File: config.mk
export PLATFORM = sky130hd
export DESIGN_NAME = trap_filter_flat
export DESIGN_NICKNAME = d
export VERILOG_FILES = /design/src/rtl/filter_pkg.sv /design/src/rtl/trap_filter_pkg.sv /design/src/rtl/trap_filter_if.sv /design/src/rtl/trap_filter_tap_delay_line.sv /design/src/rtl/trap_filter.sv /design/src/flat_wrapper.sv
export SDC_FILE = /design/constraint.sdc
export NUM_CORES = 1
export LEC_CHECK = 0
export BUFFER_PORTS_ARGS = -buffer_cell sky130_fd_sc_hd__buf_2
export CORE_UTILIZATION = 25
export DETAILED_ROUTE_END_ITERATION = 16
export PLACE_DENSITY_LB_ADDON = 0.15
export SETUP_SLACK_MARGIN = 0.3
export SYNTH_ARGS = -nofsm -noshare
export SYNTH_HDL_FRONTEND = slang
export SYNTH_SLANG_ARGS = --single-unit
File: constraint.sdc
create_clock -name clk -period 13.05 [get_ports clk]
set_input_delay 2.61 -clock clk [delete_from_list [all_inputs] [get_ports clk]]
set_output_delay 2.61 -clock clk [all_outputs]
set_load 0.1 [all_outputs]
File: src/rtl/filter_pkg.sv
// Widths shared by every filter in the ADC processing chain.
package filter_pkg;

  localparam int DEF_SIZE_ADC_DATA    = 12;
  localparam int DEF_SIZE_FILTER_DATA = 16;

endpackage

File: src/rtl/trap_filter_pkg.sv
// Defaults and types for the trapezoidal shaper and its peak detector.
package trap_filter_pkg;

  localparam int DEF_K            = 8;
  localparam int DEF_L            = 12;
  localparam int DEF_SIZE_PZ_COEF = 8;
  localparam int DEF_OUT_SHIFT    = 0;

  typedef enum logic {
    IDLE  = 1'b0,
    ARMED = 1'b1
  } peak_state_t;

endpackage

File: src/rtl/trap_filter_if.sv
// Sample stream, runtime controls and peak results of one trap_filter.
interface trap_filter_if #(
  parameter int SIZE_ADC_DATA    = filter_pkg::DEF_SIZE_ADC_DATA,
  parameter int SIZE_FILTER_DATA = filter_pkg::DEF_SIZE_FILTER_DATA,
  parameter int SIZE_PZ_COEF     = trap_filter_pkg::DEF_SIZE_PZ_COEF
);
  import trap_filter_pkg::*;

  // Stream contract: one input sample is taken every clock with no valid/ready
  // and no backpressure; peak_valid is a single-cycle strobe qualifying peak_data.
  logic        [SIZE_ADC_DATA-1:0]    input_data;
  logic        [SIZE_PZ_COEF-1:0]     pz_coef;
  logic signed [SIZE_FILTER_DATA-1:0] threshold;
  logic signed [SIZE_FILTER_DATA-1:0] output_data;
  logic                               peak_valid;
  logic signed [SIZE_FILTER_DATA-1:0] peak_data;
  logic        [15:0]                 event_count;
  logic                               overflow;
  peak_state_t                        pk_state;

  modport master (
    output input_data, pz_coef, threshold,
    input  output_data, peak_valid, peak_data, event_count, overflow, pk_state
  );

  modport slave (
    input  input_data, pz_coef, threshold,
    output output_data, peak_valid, peak_data, event_count, overflow, pk_state
  );

endinterface

File: src/rtl/trap_filter_tap_delay_line.sv
// Shift register of depth K+L exposing the samples delayed by K, L and K+L clocks.
module trap_filter_tap_delay_line #(
  parameter int W = 12,
  parameter int K = 8,
  parameter int L = 12
) (
  input  logic         clk,
  input  logic         reset,
  input  logic [W-1:0] din,
  output logic [W-1:0] tap_k,
  output logic [W-1:0] tap_l,
  output logic [W-1:0] tap_kl
);

  localparam int DEPTH = K + L;

  logic [W-1:0] sr [DEPTH];

  always_ff @(posedge clk) begin
    if (!reset) begin
      for (int i = 0; i < DEPTH; i++) sr[i] <= '0;
    end else begin
      sr[0] <= din;
      for (int i = 1; i < DEPTH; i++) sr[i] <= sr[i-1];
    end
  end

  // sr[j] holds din from j+1 clocks ago, so tap N sits at index N-1.
  assign tap_k  = sr[K-1];
  assign tap_l  = sr[L-1];
  assign tap_kl = sr[DEPTH-1];

endmodule

File: src/rtl/trap_filter.sv
// Trapezoidal shaper with pole-zero correction, output saturation and a
// threshold peak detector that counts pulses.
module trap_filter
  import trap_filter_pkg::*;
#(
  parameter int SIZE_ADC_DATA    = filter_pkg::DEF_SIZE_ADC_DATA,
  parameter int SIZE_FILTER_DATA = filter_pkg::DEF_SIZE_FILTER_DATA,
  parameter int K                = DEF_K,
  parameter int L                = DEF_L,
  parameter int SIZE_PZ_COEF     = DEF_SIZE_PZ_COEF,
  parameter int OUT_SHIFT        = DEF_OUT_SHIFT
) (
  input logic         clk,
  input logic         reset,
  trap_filter_if.slave bus
);

  localparam int ACC_W = SIZE_ADC_DATA + SIZE_PZ_COEF + $clog2(L) + 4;
  localparam int FW    = SIZE_FILTER_DATA;

  typedef logic signed [ACC_W-1:0] acc_t;
  typedef logic signed [FW-1:0]    out_t;

  localparam acc_t OUT_MAX = {{(ACC_W-FW+1){1'b0}}, {(FW-1){1'b1}}};
  localparam acc_t OUT_MIN = {{(ACC_W-FW+1){1'b1}}, {(FW-1){1'b0}}};

  function automatic acc_t zext(input logic [SIZE_ADC_DATA-1:0] v);
    return acc_t'({{(ACC_W-SIZE_ADC_DATA){1'b0}}, v});
  endfunction

  logic [SIZE_ADC_DATA-1:0] x0, tap_k, tap_l, tap_kl;
  logic [SIZE_PZ_COEF-1:0]  m1;
  acc_t                     d, d1, p, r, s;
  acc_t                     d_next, prod, s_shift;
  out_t                     out_q, out_next;
  logic                     clip, overflow_q;

  trap_filter_tap_delay_line #(
    .W (SIZE_ADC_DATA),
    .K (K),
    .L (L)
  ) u_taps (
    .clk    (clk),
    .reset  (reset),
    .din    (x0),
    .tap_k  (tap_k),
    .tap_l  (tap_l),
    .tap_kl (tap_kl)
  );

  // Sums wrap modulo 2^ACC_W; the trapezoid relies on that cancellation.
  always_comb begin
    d_next   = zext(x0) - zext(tap_k) - zext(tap_l) + zext(tap_kl);
    prod     = {{(ACC_W-SIZE_PZ_COEF){1'b0}}, m1} * d1;
    s_shift  = s >>> OUT_SHIFT;
    clip     = 1'b0;
    out_next = s_shift[FW-1:0];
    if (s_shift > OUT_MAX) begin
      out_next = OUT_MAX[FW-1:0];
      clip     = 1'b1;
    end else if (s_shift < OUT_MIN) begin
      out_next = OUT_MIN[FW-1:0];
      clip     = 1'b1;
    end
  end

  always_ff @(posedge clk) begin
    if (!reset) begin
      x0         <= '0;
      d          <= '0;
      d1         <= '0;
      m1         <= '0;
      p          <= '0;
      r          <= '0;
      s          <= '0;
      out_q      <= '0;
      overflow_q <= 1'b0;
    end else begin
      x0         <= bus.input_data;
      d          <= d_next;
      p          <= p + d;
      d1         <= d;
      m1         <= bus.pz_coef;
      r          <= p + prod;
      s          <= s + r;
      out_q      <= out_next;
      overflow_q <= overflow_q | clip;
    end
  end

  peak_state_t state, state_next;
  out_t        pk, pk_next, peak_data_q;
  logic        above, strobe, peak_valid_q;
  logic [15:0] event_count_q;

  assign above = out_q > bus.threshold;

  always_ff @(posedge clk) begin
    if (!reset) state <= IDLE;
    else        state <= state_next;
  end

  always_comb begin
    state_next = state;
    case (state)
      IDLE:    if (above)  state_next = ARMED;
      ARMED:   if (!above) state_next = IDLE;
      default: state_next = IDLE;
    endcase
  end

  always_comb begin
    pk_next = pk;
    strobe  = 1'b0;
    case (state)
      IDLE:    if (above) pk_next = out_q;
      ARMED: begin
        if (!above)          strobe  = 1'b1;
        else if (out_q > pk) pk_next = out_q;
      end
      default: pk_next = pk;
    endcase
  end

  always_ff @(posedge clk) begin
    if (!reset) begin
      pk            <= '0;
      peak_valid_q  <= 1'b0;
      peak_data_q   <= '0;
      event_count_q <= '0;
    end else begin
      pk           <= pk_next;
      peak_valid_q <= strobe;
      if (strobe) begin
        peak_data_q <= pk;
        if (event_count_q != 16'hFFFF) event_count_q <= event_count_q + 16'd1;
      end
    end
  end

  assign bus.output_data = out_q;
  assign bus.overflow    = overflow_q;
  assign bus.peak_valid  = peak_valid_q;
  assign bus.peak_data   = peak_data_q;
  assign bus.event_count = event_count_q;
  assign bus.pk_state    = state;

endmodule

File: src/flat_wrapper.sv
// flat-port wrapper written by rule: the top's interface ports become plain ports
module trap_filter_flat import trap_filter_pkg::*;
#(
  parameter int SIZE_ADC_DATA    = filter_pkg::DEF_SIZE_ADC_DATA,
  parameter int SIZE_FILTER_DATA = filter_pkg::DEF_SIZE_FILTER_DATA,
  parameter int K                = DEF_K,
  parameter int L                = DEF_L,
  parameter int SIZE_PZ_COEF     = DEF_SIZE_PZ_COEF,
  parameter int OUT_SHIFT        = DEF_OUT_SHIFT
)
  (clk, reset, bus_input_data, bus_pz_coef, bus_threshold, bus_output_data, bus_peak_valid, bus_peak_data, bus_event_count, bus_overflow, bus_pk_state);
  trap_filter_if #(.SIZE_ADC_DATA(SIZE_ADC_DATA), .SIZE_FILTER_DATA(SIZE_FILTER_DATA), .SIZE_PZ_COEF(SIZE_PZ_COEF)) bus_i ();
  input logic clk;
  input logic reset;
  input wire logic [$bits(bus_i.input_data)-1:0] bus_input_data;
  input wire logic [$bits(bus_i.pz_coef)-1:0] bus_pz_coef;
  input wire logic [$bits(bus_i.threshold)-1:0] bus_threshold;
  output wire logic [$bits(bus_i.output_data)-1:0] bus_output_data;
  output wire logic [$bits(bus_i.peak_valid)-1:0] bus_peak_valid;
  output wire logic [$bits(bus_i.peak_data)-1:0] bus_peak_data;
  output wire logic [$bits(bus_i.event_count)-1:0] bus_event_count;
  output wire logic [$bits(bus_i.overflow)-1:0] bus_overflow;
  output wire logic [$bits(bus_i.pk_state)-1:0] bus_pk_state;
  assign bus_i.input_data = bus_input_data;
  assign bus_i.pz_coef = bus_pz_coef;
  assign bus_i.threshold = bus_threshold;
  assign bus_output_data = bus_i.output_data;
  assign bus_peak_valid = bus_i.peak_valid;
  assign bus_peak_data = bus_i.peak_data;
  assign bus_event_count = bus_i.event_count;
  assign bus_overflow = bus_i.overflow;
  assign bus_pk_state = bus_i.pk_state;
  trap_filter #(.SIZE_ADC_DATA(SIZE_ADC_DATA), .SIZE_FILTER_DATA(SIZE_FILTER_DATA), .K(K), .L(L), .SIZE_PZ_COEF(SIZE_PZ_COEF), .OUT_SHIFT(OUT_SHIFT)) u_core (.clk(clk), .reset(reset), .bus(bus_i));
endmodule
[Yosys cells after proc, flatten, opt, wreduce, memory -nomap -nowiden]
Memories as Yosys holds them, arrays and structs flattened.
Index checks and enable logic that the tools add are counted.
Word-level totals
  register bits: 227
  RAM bits: 240
  input bits: 38
  output and inout port bits: 51
  logic and storage cells: 91
  memories: 1
Memory list
  u_core.u_taps.sr: words 20, bits a word 12, rd ports 20, clocked after Yosys merged registers in 0, wr ports 20, RTL line trap_filter_tap_delay_line.sv:17  | logic [W-1:0] sr [DEPTH];
Operators by class
  add/subtract/negate cells: 7
  multipliers: 1
  order comparisons: 4
  eq/ne operators: 4
  muxes and demuxes: 33
  bitwise logic cells: 23
  reduce and logical (&&, ||, !) cells: 3
Operators by type and width (count)
  12-bit two-way mux: 20
  28-bit adder: 3
  16-bit two-way mux: 4
  16-bit greater-than comparator: 2
  16-bit one-hot mux with 2 select lines: 1
  28-bit by 13-bit adder with 28-bit output: 1
  28-bit by 16-bit greater-than comparator with 1-bit output, second input constant: 1
  28-bit by 16-bit < comparator with 1-bit output, second input constant: 1
  8-bit by 28-bit multiplier with 28-bit output: 1
  28-bit by 13-bit subtractor with 28-bit output: 1
  1-bit bitwise OR: 21
  16-bit by 1-bit adder with 16-bit output, second input constant: 1
  16-bit != test, second input constant: 1
  15-bit two-way mux: 1
  12-bit by 12-bit subtractor with 13-bit output: 1
  1-bit two-way mux: 7
  2-bit != test, second input constant: 2
  3-bit AND reduction: 1
  2-bit by 1-bit != test with 1-bit output, second input constant: 1
  1-bit NOT: 2
  2-bit AND reduction: 1
  2-bit OR reduction: 1

[Logic depth before layout (Yosys ltp)]
Gate-level depths: netlist (run 1).
  word-level depth: 4
  depth in mapped cells: 20
  depth with buffers taken out: 19

[Cells and area by module]
A second synthesis (run 1) with hierarchy kept.
Unflattened totals
  cells, all modules: 2480
  area total of the unflattened synthesis: 23575.1 um^2
By module, submodules not included
  trap_filter: times used 1, cells an instance 1938, area each 16736.1 um^2, sequential area each 4023.9 um^2
  trap_filter_tap_delay_line: times used 1, cells an instance 542, area each 6839.1 um^2, sequential area each 4804.6 um^2

[Least setup slack after synthesis (run 1)]
No wires, ideal clock.
  path kind: flip-flop to flip-flop
  start point: register u_core.m1[7]
  end point: register u_core.r[21]
  setup time: 0.101 ns
  arrival: 4.671 ns
  data required time: 12.949 ns
  setup slack: 8.278 ns
  stages on the path, launching flop included: 19
  buffers on the path: 1
  period minus slack after synthesis: 4.772 ns
  path through: dfxtp_1 -> clkbuf_1 -> nand2_1 -> fa_1 -> fa_1 -> inv_1 -> fa_1 -> inv_1 -> fa_1 -> inv_1 -> ha_1 -> a21o_1 -> nand2_1 -> nand3_1 -> a32oi_1 -> o21bai_1 -> a2111oi_0 -> o311ai_1 -> o41ai_1
On the way
  word-level cells in the longest chain between the ends: 2
Ends and longest elaborated chain
  start: declaration: RTL line trap_filter.sv:32  | logic [SIZE_PZ_COEF-1:0] m1;
  start signal: assignment: RTL line trap_filter.sv:83  | m1 <= bus.pz_coef;
  8-bit by 28-bit multiplier with 28-bit output: RTL line trap_filter.sv:54  | prod = {{(ACC_W-SIZE_PZ_COEF){1'b0}}, m1} * d1;
  28-bit adder: RTL line trap_filter.sv:84  | r <= p + prod;
  end signal: assignment: RTL line trap_filter.sv:84
  end: declaration: RTL line trap_filter.sv:33  | acc_t d, d1, p, r, s;
No other way between the ends.
A chain may end at the register's enable or synchronous reset.

[Worst setup path after layout (run 1)]
Ends and elaborated chain as after synthesis.

==> reports/metrics.cfg, run 1 <==
[critical_path]
cpMostUsedCell = fa_1
arrival_ps = 6210
critPathMaxStageDelay_ps = 810
path_cells = nand2_1 > fa_1 > fa_1 > inv_1 > fa_1 > inv_1 > fa_1 > inv_1 > ha_1 > a21o_1 > nand2_1 > nand3_1 > a32oi_1 > o21bai_1 > a2111oi_0 > o311ai_1 > o41ai_1
end_kind = register
path_class = register to register
cp-start-kind = register
cp_max_fo = 21
cp.required_ps = 13540
slowest_stage = dfxtp_1

[clock_tree]
cts_sinks = 459
cts_htree_levels = 2
cts_buffer_depth = 3
post-cts-setup-buffers = 0
hold_buffers = 0
ctsResizeCount = 0
clock_latency_ps = 610
numCtsBuffers = 53
cts_tree = built
clk_pin_slew_ps = 60
cts_root_buf = clkbuf_16

[logic_synthesis]
synthFlopType = dfxtp_1
synth_edf_count = 0
ys_ff_latch = 459
syn-instance-count = 2503
synth.yosys.seq_area_share_pct = 38.5
yosys_warnings = 0
ys_top_cells_by_count = dfxtp_1 (459), and2_1 (377), inv_1 (301)
syn_area_per_cell_um2 = 9.53
yosysMostFrequentCell = dfxtp_1
yosys.area.top_type = dfxtp_1
synth.top_cell.area_share_pct = 38.5
synth_area_mm2 = 0.0239
syn_nets = 2862
synth.area.top_cells = dfxtp_1 (39%), fa_1 (14%), and2_1 (9.9%)
synthArstFlopShare_pct = 0
synth_cell_types = 72

[run]
maxCapViolCount = 0

[power]
cellPowerDensity_mw_per_mm2 = 191
p_leak_uw = 0.0125
ir_drop_mv = 0.0903

[sta]
rsz0062_at_grt = false
slew-limit-headroom_pct = 23.8
fin_crit_sh_pct = 43.9
layout_min_cycle_time_ps = 5720
skew_ps = 25.6
holdWs_ps = 426
fin_setup_tns_ps = 0
tightest_slew_ps = 1140
fmax_mhz = 175
drv_slew = 0
hold_viol = 0
setup_viol = 0

[floorplan]
die_h_um = 311
placementRows = 112
ioPinCount = 89
core-area_mm2 = 0.0939
die_area_mm2 = 0.0967
die-width_um = 311
start_util_pct = 25.4

[grt]
overflow = 0
grt_pass1_vias = 17100
grt_max_degree = 127
grt_first_pass_wirelength_um = 89800
antenna_found_initial = 0
grt_usage_pct = 11.3

[layout]
drive_gt1_share_pct = 7.66
final_core_util_pct = 29.3
fin_area_mm2 = 0.0275
insertedDiodeCount = 0
layout.nets = 2928
syn_to_final_growth_pct = 15.2

[route]
drt_iter0_drc = 659
wl_per_cell_um = 14.0
drc = 0
routed_wl_um = 54000
vias_per_cell = 4.17
antenna_left = 0
vias = 16100
dr.pass1.iters = 5

[place]
io_buffers = 88
dpl.hpwl_um = 40200
place_congestion = 0.838
postPlaceCellArea_mm2 = 0.0256

[min_path]
min-delay-path-class = register to register

[outcome]
status = completed

routing by layer:
layer  track usage (%)  wire [um]  vias to the layer above
li1                  -          -                     8190
met2              19.2      25000                      187
met3              1.82       1630                       95
met4              4.01       1640                        0
met5                 0          0                        -
met1              14.4      25700                     7661
stage by stage:
| step | total power [uW] | worst slack (ps) | instances |
|---|---|---|---|
| floorplan | 3250 | 8280 | 2503 |
| global placement | 3690 | 7410 | 3768 |
| detailed placement | 3710 | 7330 | 3768 |
| CTS | 5340 | 7290 | 3865 |
| global route | 5650 | 6870 | 3865 |
| finish | 5240 | 7330 | 3865 |
logic make-up after synthesis:
kind of cell	count (synthesis)	share of synthesized area, %
buffers and inverters	388	6.24
AO/OA/AOI/OAI	310	8.52
flip-flops	459	38.5
multiplexers	30	1.26
XOR/XNOR	77	2.83
AND/OR/NAND/NOR	918	20.4
adder cells (fa/ha/maj)	321	22.2
flip-flops by register name, indices dropped and copies added, names as in the netlist:
register,cells
u_core.d1,24
u_core.s,28
u_core.r,28
u_core.x0,12
u_core.bus.output_data,16
u_core.u_taps.sr,240
u_core.d,24
u_core.bus.overflow,1
u_core.p,28
u_core.bus.event_count,16
u_core.bus.pk_state,1
u_core.bus.peak_valid,1
u_core.pk,16
u_core.bus.peak_data,16
u_core.m1,8
worst max-delay path, delay by kind of cell, from the launching register on:
family                     cells  cell delay (ps)
adders and majority gates      5             2490
AOI/OAI and AO/OA              6             1720
DFF                            1              810
buffers and inverters          3              140
and+or+nand+nor                3              420
where the power goes:
part	internal [uW]	leakage, uW	switching (uW)
Combinational	713	0.00780	1190
Sequential	1590	0.00374	174
Clock	952	0.000922	629
Total	3250	0.0125	1990
path summary, 6_finish.rpt:
check,startpoint,end,slack [ps],cells after the start
worst min-delay path,u_core.u_taps.sr[16][11],u_core.u_taps.sr[17][11],430,1
worst max-delay path,u_core.m1[7],u_core.r[21],7330,17
worst min register to register,u_core.u_taps.sr[16][11],u_core.u_taps.sr[17][11],430,1
worst max register to register,u_core.m1[7],u_core.r[21],7330,17
cells in the final DEF, fill, tap and decap left out, types with 53 or more instances in the layout:
cell type	instances
dfxtp_1	459
and2_1	377
inv_1	301
nand2_1	184
fa_1	171
nor2_1	153
ha_1	150
buf_2	87
a21oi_1	80
o21ai_0	61
clkbuf_16	53
final cells by class:
| type | instances | area, um^2 |
|---|---|---|
| Clock buffer | 68 | 1480 |
| Clock inverter | 29 | 409 |
| Fill cell | 10000 | 66400 |
| Inverter | 303 | 1140 |
| Multi-Input combinational cell | 1656 | 13200 |
| Sequential cell | 459 | 9190 |
| Tap cell | 1254 | 1570 |
| Timing Repair Buffer | 96 | 510 |
Power figures use the tool's default switching activity.
==> run 2: changes to the inputs <==
- clock period: 13.05 -> 5.6 ns (I/O delays scaled with it)
==> reports/metrics.cfg, run 2 (synthesized netlist as in run 1, its figures left out) <==
[sta]
setup_viol = 0  ; unchanged
hold_viol = 0  ; unchanged
rsz0062_at_grt = true  ; was false
tightest_slew_ps = 1080  ; was 1140 ps
skew_ps = 59.5  ; was 25.6 ps
layout_min_cycle_time_ps = 5100  ; was 5720 ps
holdWs_ps = 424  ; was 426 ps
slew-limit-headroom_pct = 28.0  ; was 23.8%
drv_slew = 0  ; unchanged
fin_crit_sh_pct = 91.1  ; was 43.9%
fin_setup_tns_ps = 0  ; unchanged
fmax_mhz = 196  ; was 175 MHz

[route]
dr.pass1.iters = 4  ; was 5
antenna_left = 0  ; unchanged
routed_wl_um = 52700  ; was 54000 um
vias_per_cell = 4.17  ; about the same
drt_iter0_drc = 615  ; was 659
wl_per_cell_um = 13.6  ; was 14.0 um
drc = 0  ; unchanged
vias = 16100  ; about the same

[critical_path]
path_cells = buf_4 > nand2_1 > fa_1 > inv_1 > fa_1 > fa_1 > inv_1 > fa_1 > inv_1 > ha_2 > a21o_1 > a21o_1 > a221o_1 > or3_1 > a211oi_2 > o41ai_1 > nand2_1 > nor3b_1  ; was nand2_1 > fa_1 > fa_1 > inv_1 > fa_1 > inv_1 > fa_1 > inv_1 > ha_1 > a21o_1 > nand2_1 > nand3_1 > a32oi_1 > o21bai_1 > a2111oi_0 > o311ai_1 > o41ai_1
cp.required_ps = 6080  ; was 13540 ps
arrival_ps = 5580  ; was 6210 ps
reg2reg_to = u_core.r[26]  ; was u_core.r[21]
r2r-start = u_core.m1[4]  ; was u_core.m1[7]
cp-start-kind = register  ; unchanged
ff2ff_path_depth = 18  ; was 17
end_kind = register  ; unchanged
slowest_stage = fa_1  ; was dfxtp_1
cpMostUsedCell = fa_1  ; unchanged
cp_max_fo = 8  ; was 21
crit_start = u_core.m1[4]  ; was u_core.m1[7]
path_class = register to register  ; unchanged
rrSetupSlack_ps = 500  ; was 7330 ps
crit_path_end = u_core.r[26]  ; was u_core.r[21]
critPathMaxStageDelay_ps = 550  ; was 810 ps

[grt]
grt_pass1_vias = 16800  ; was 17100
overflow = 0  ; unchanged
antenna_found_initial = 0  ; unchanged
grt_first_pass_wirelength_um = 87500  ; was 89800 um
grt_max_degree = 257  ; was 127
grt_usage_pct = 10.9  ; was 11.3%

[layout]
final_core_util_pct = 29.3  ; about the same
multi_input_area_mm2 = 0.0132  ; about the same
largest_reg_flops = 240  ; unchanged
fillers = 9941  ; was 10000
layout_common_cells = dfxtp_1 (448), and2_1 (377), inv_1 (301)  ; was dfxtp_1 (459), and2_1 (377), inv_1 (301)
layout.nets = 2936  ; was 2928
layout_commonest_cell = dfxtp_1  ; unchanged
insertedDiodeCount = 0  ; unchanged
syn_to_final_growth_pct = 15.2  ; about the same
top_register = u_core.u_taps.sr  ; unchanged
regArea_mm2 = 0.00921  ; was 0.00919 mm^2
drive_gt1_share_pct = 8.33  ; was 7.66%

[place]
dpl.hpwl_um = 39800  ; was 40200 um
io_buffers = 88  ; unchanged
place_congestion = 0.831  ; was 0.838

[clock_tree]
cts_htree_levels = 2  ; unchanged
clk_pin_slew_ps = 60  ; about the same
cts_tree = built  ; unchanged
cts_sinks = 459  ; unchanged
hold_buffers = 0  ; unchanged
clock_latency_ps = 620  ; was 610 ps
numCtsBuffers = 52  ; was 53
cts_buffer_depth = 3  ; unchanged
cts_root_buf = clkbuf_16  ; unchanged

[min_path]
worstHoldStart = u_core.u_taps.sr[16][10]  ; was u_core.u_taps.sr[16][11]
min-delay-path-class = register to register  ; unchanged

[floorplan]
placementRows = 112  ; unchanged
die_h_um = 311  ; unchanged
ioPinCount = 89  ; unchanged
core-area_mm2 = 0.0939  ; unchanged
die_area_mm2 = 0.0967  ; unchanged
start_util_pct = 25.4  ; unchanged
die-width_um = 311  ; unchanged

[power]
ir_drop_mv = 0.247  ; was 0.0903 mV
p_switching_uw = 4580  ; was 1990 uW
p_comb_share_pct = 37.2  ; was 36.3%
p_leak_uw = 0.0125  ; about the same
p_sw_share_pct = 38.3  ; was 37.9%
power.share.clock_pct = 28.7  ; was 30.2%
cellPowerDensity_mw_per_mm2 = 435  ; was 191 mW/mm^2
seqPwrFrac_pct = 34.1  ; was 33.6%
p_int_uw = 7380  ; was 3250 uW

[outcome]
status = completed  ; unchanged

[run]
maxCapViolCount = 0  ; unchanged

[run 2: changes by cell type in the layout (fill, tap and decap cells not counted), sizes merged]
cell and change:
clkinv +5, clkbuf -1, bufinv -2, buf +9, clkinvlp +1, inv -6
[run 2: metal layers]
layer / GRT usage, % / vias to the layer above / share of wire [%]
met3: 1.73 / 77 / 3.2
met4: 3.18 / 0 / 2.4
met5: 0 / - / 0
met2: 18.8 / 190 / 47
li1: - / 8200 / -
met1: 14.0 / 7660 / 48
[run 2: through the flow]
stage	worst slack, ps	instance area [um^2]	power [uW]	cells
5_1_grt	242	27500	12900	3871
4_1_cts	211	27400	12200	3870
3_5_place_dp	54.4	25700	8620	3776
6_report	500	27500	12000	3871
3_3_place_gp	218	25700	8570	3776
2_1_floorplan	828	23900	7560	2503
[run 2: worst max-delay path: cells and delay by family (launching register included)]
kind / cells / cell delay, ps
flip-flops: 1 / 450
AND/OR/NAND/NOR: 4 / 660
adder cells (fa/ha/maj): 5 / 2270
AO/OA/AOI/OAI: 5 / 1220
buffers and inverters: 4 / 380
[run 2: timing repair]
item,CTS,global route
pin swaps,0,3
endpoints found under the setup margin,5,9
endpoints found under the hold margin,0,0
buffers inserted,0,1
gates resized for setup,3,24
[run 2: power by group through the flow]
stage / clock, uW / combinational (uW) / sequential [uW]
after floorplan: 0 / 3110 / 4450
after global placement: 0 / 4400 / 4160
after detailed placement: 0 / 4450 / 4170
after CTS: 3580 / 4480 / 4100
after global routing: 3720 / 5040 / 4140
final: 3440 / 4450 / 4080
[run 2: cell type report]
| class | count | area share [%] |
|---|---|---|
| Tap cell | 1254 | 5.71 |
| Inverter | 303 | 4.16 |
| Timing Repair Buffer | 105 | 2.22 |
| Clock buffer | 67 | 5.05 |
| Sequential cell | 459 | 33.5 |
| Multi-Input combinational cell | 1656 | 48.1 |
| Clock inverter | 27 | 1.29 |
[run 2: how the worst min path moves through the flow]
stage / end / depth (start not counted)
floorplan: u_core.u_taps.sr[10][0] / 1
global placement: u_core.u_taps.sr[15][1] / 1
detailed placement: u_core.u_taps.sr[1][2] / 1
CTS: u_core.u_taps.sr[17][10] / 1
global route: u_core.u_taps.sr[19][9] / 1
finish: u_core.u_taps.sr[17][10] / 1
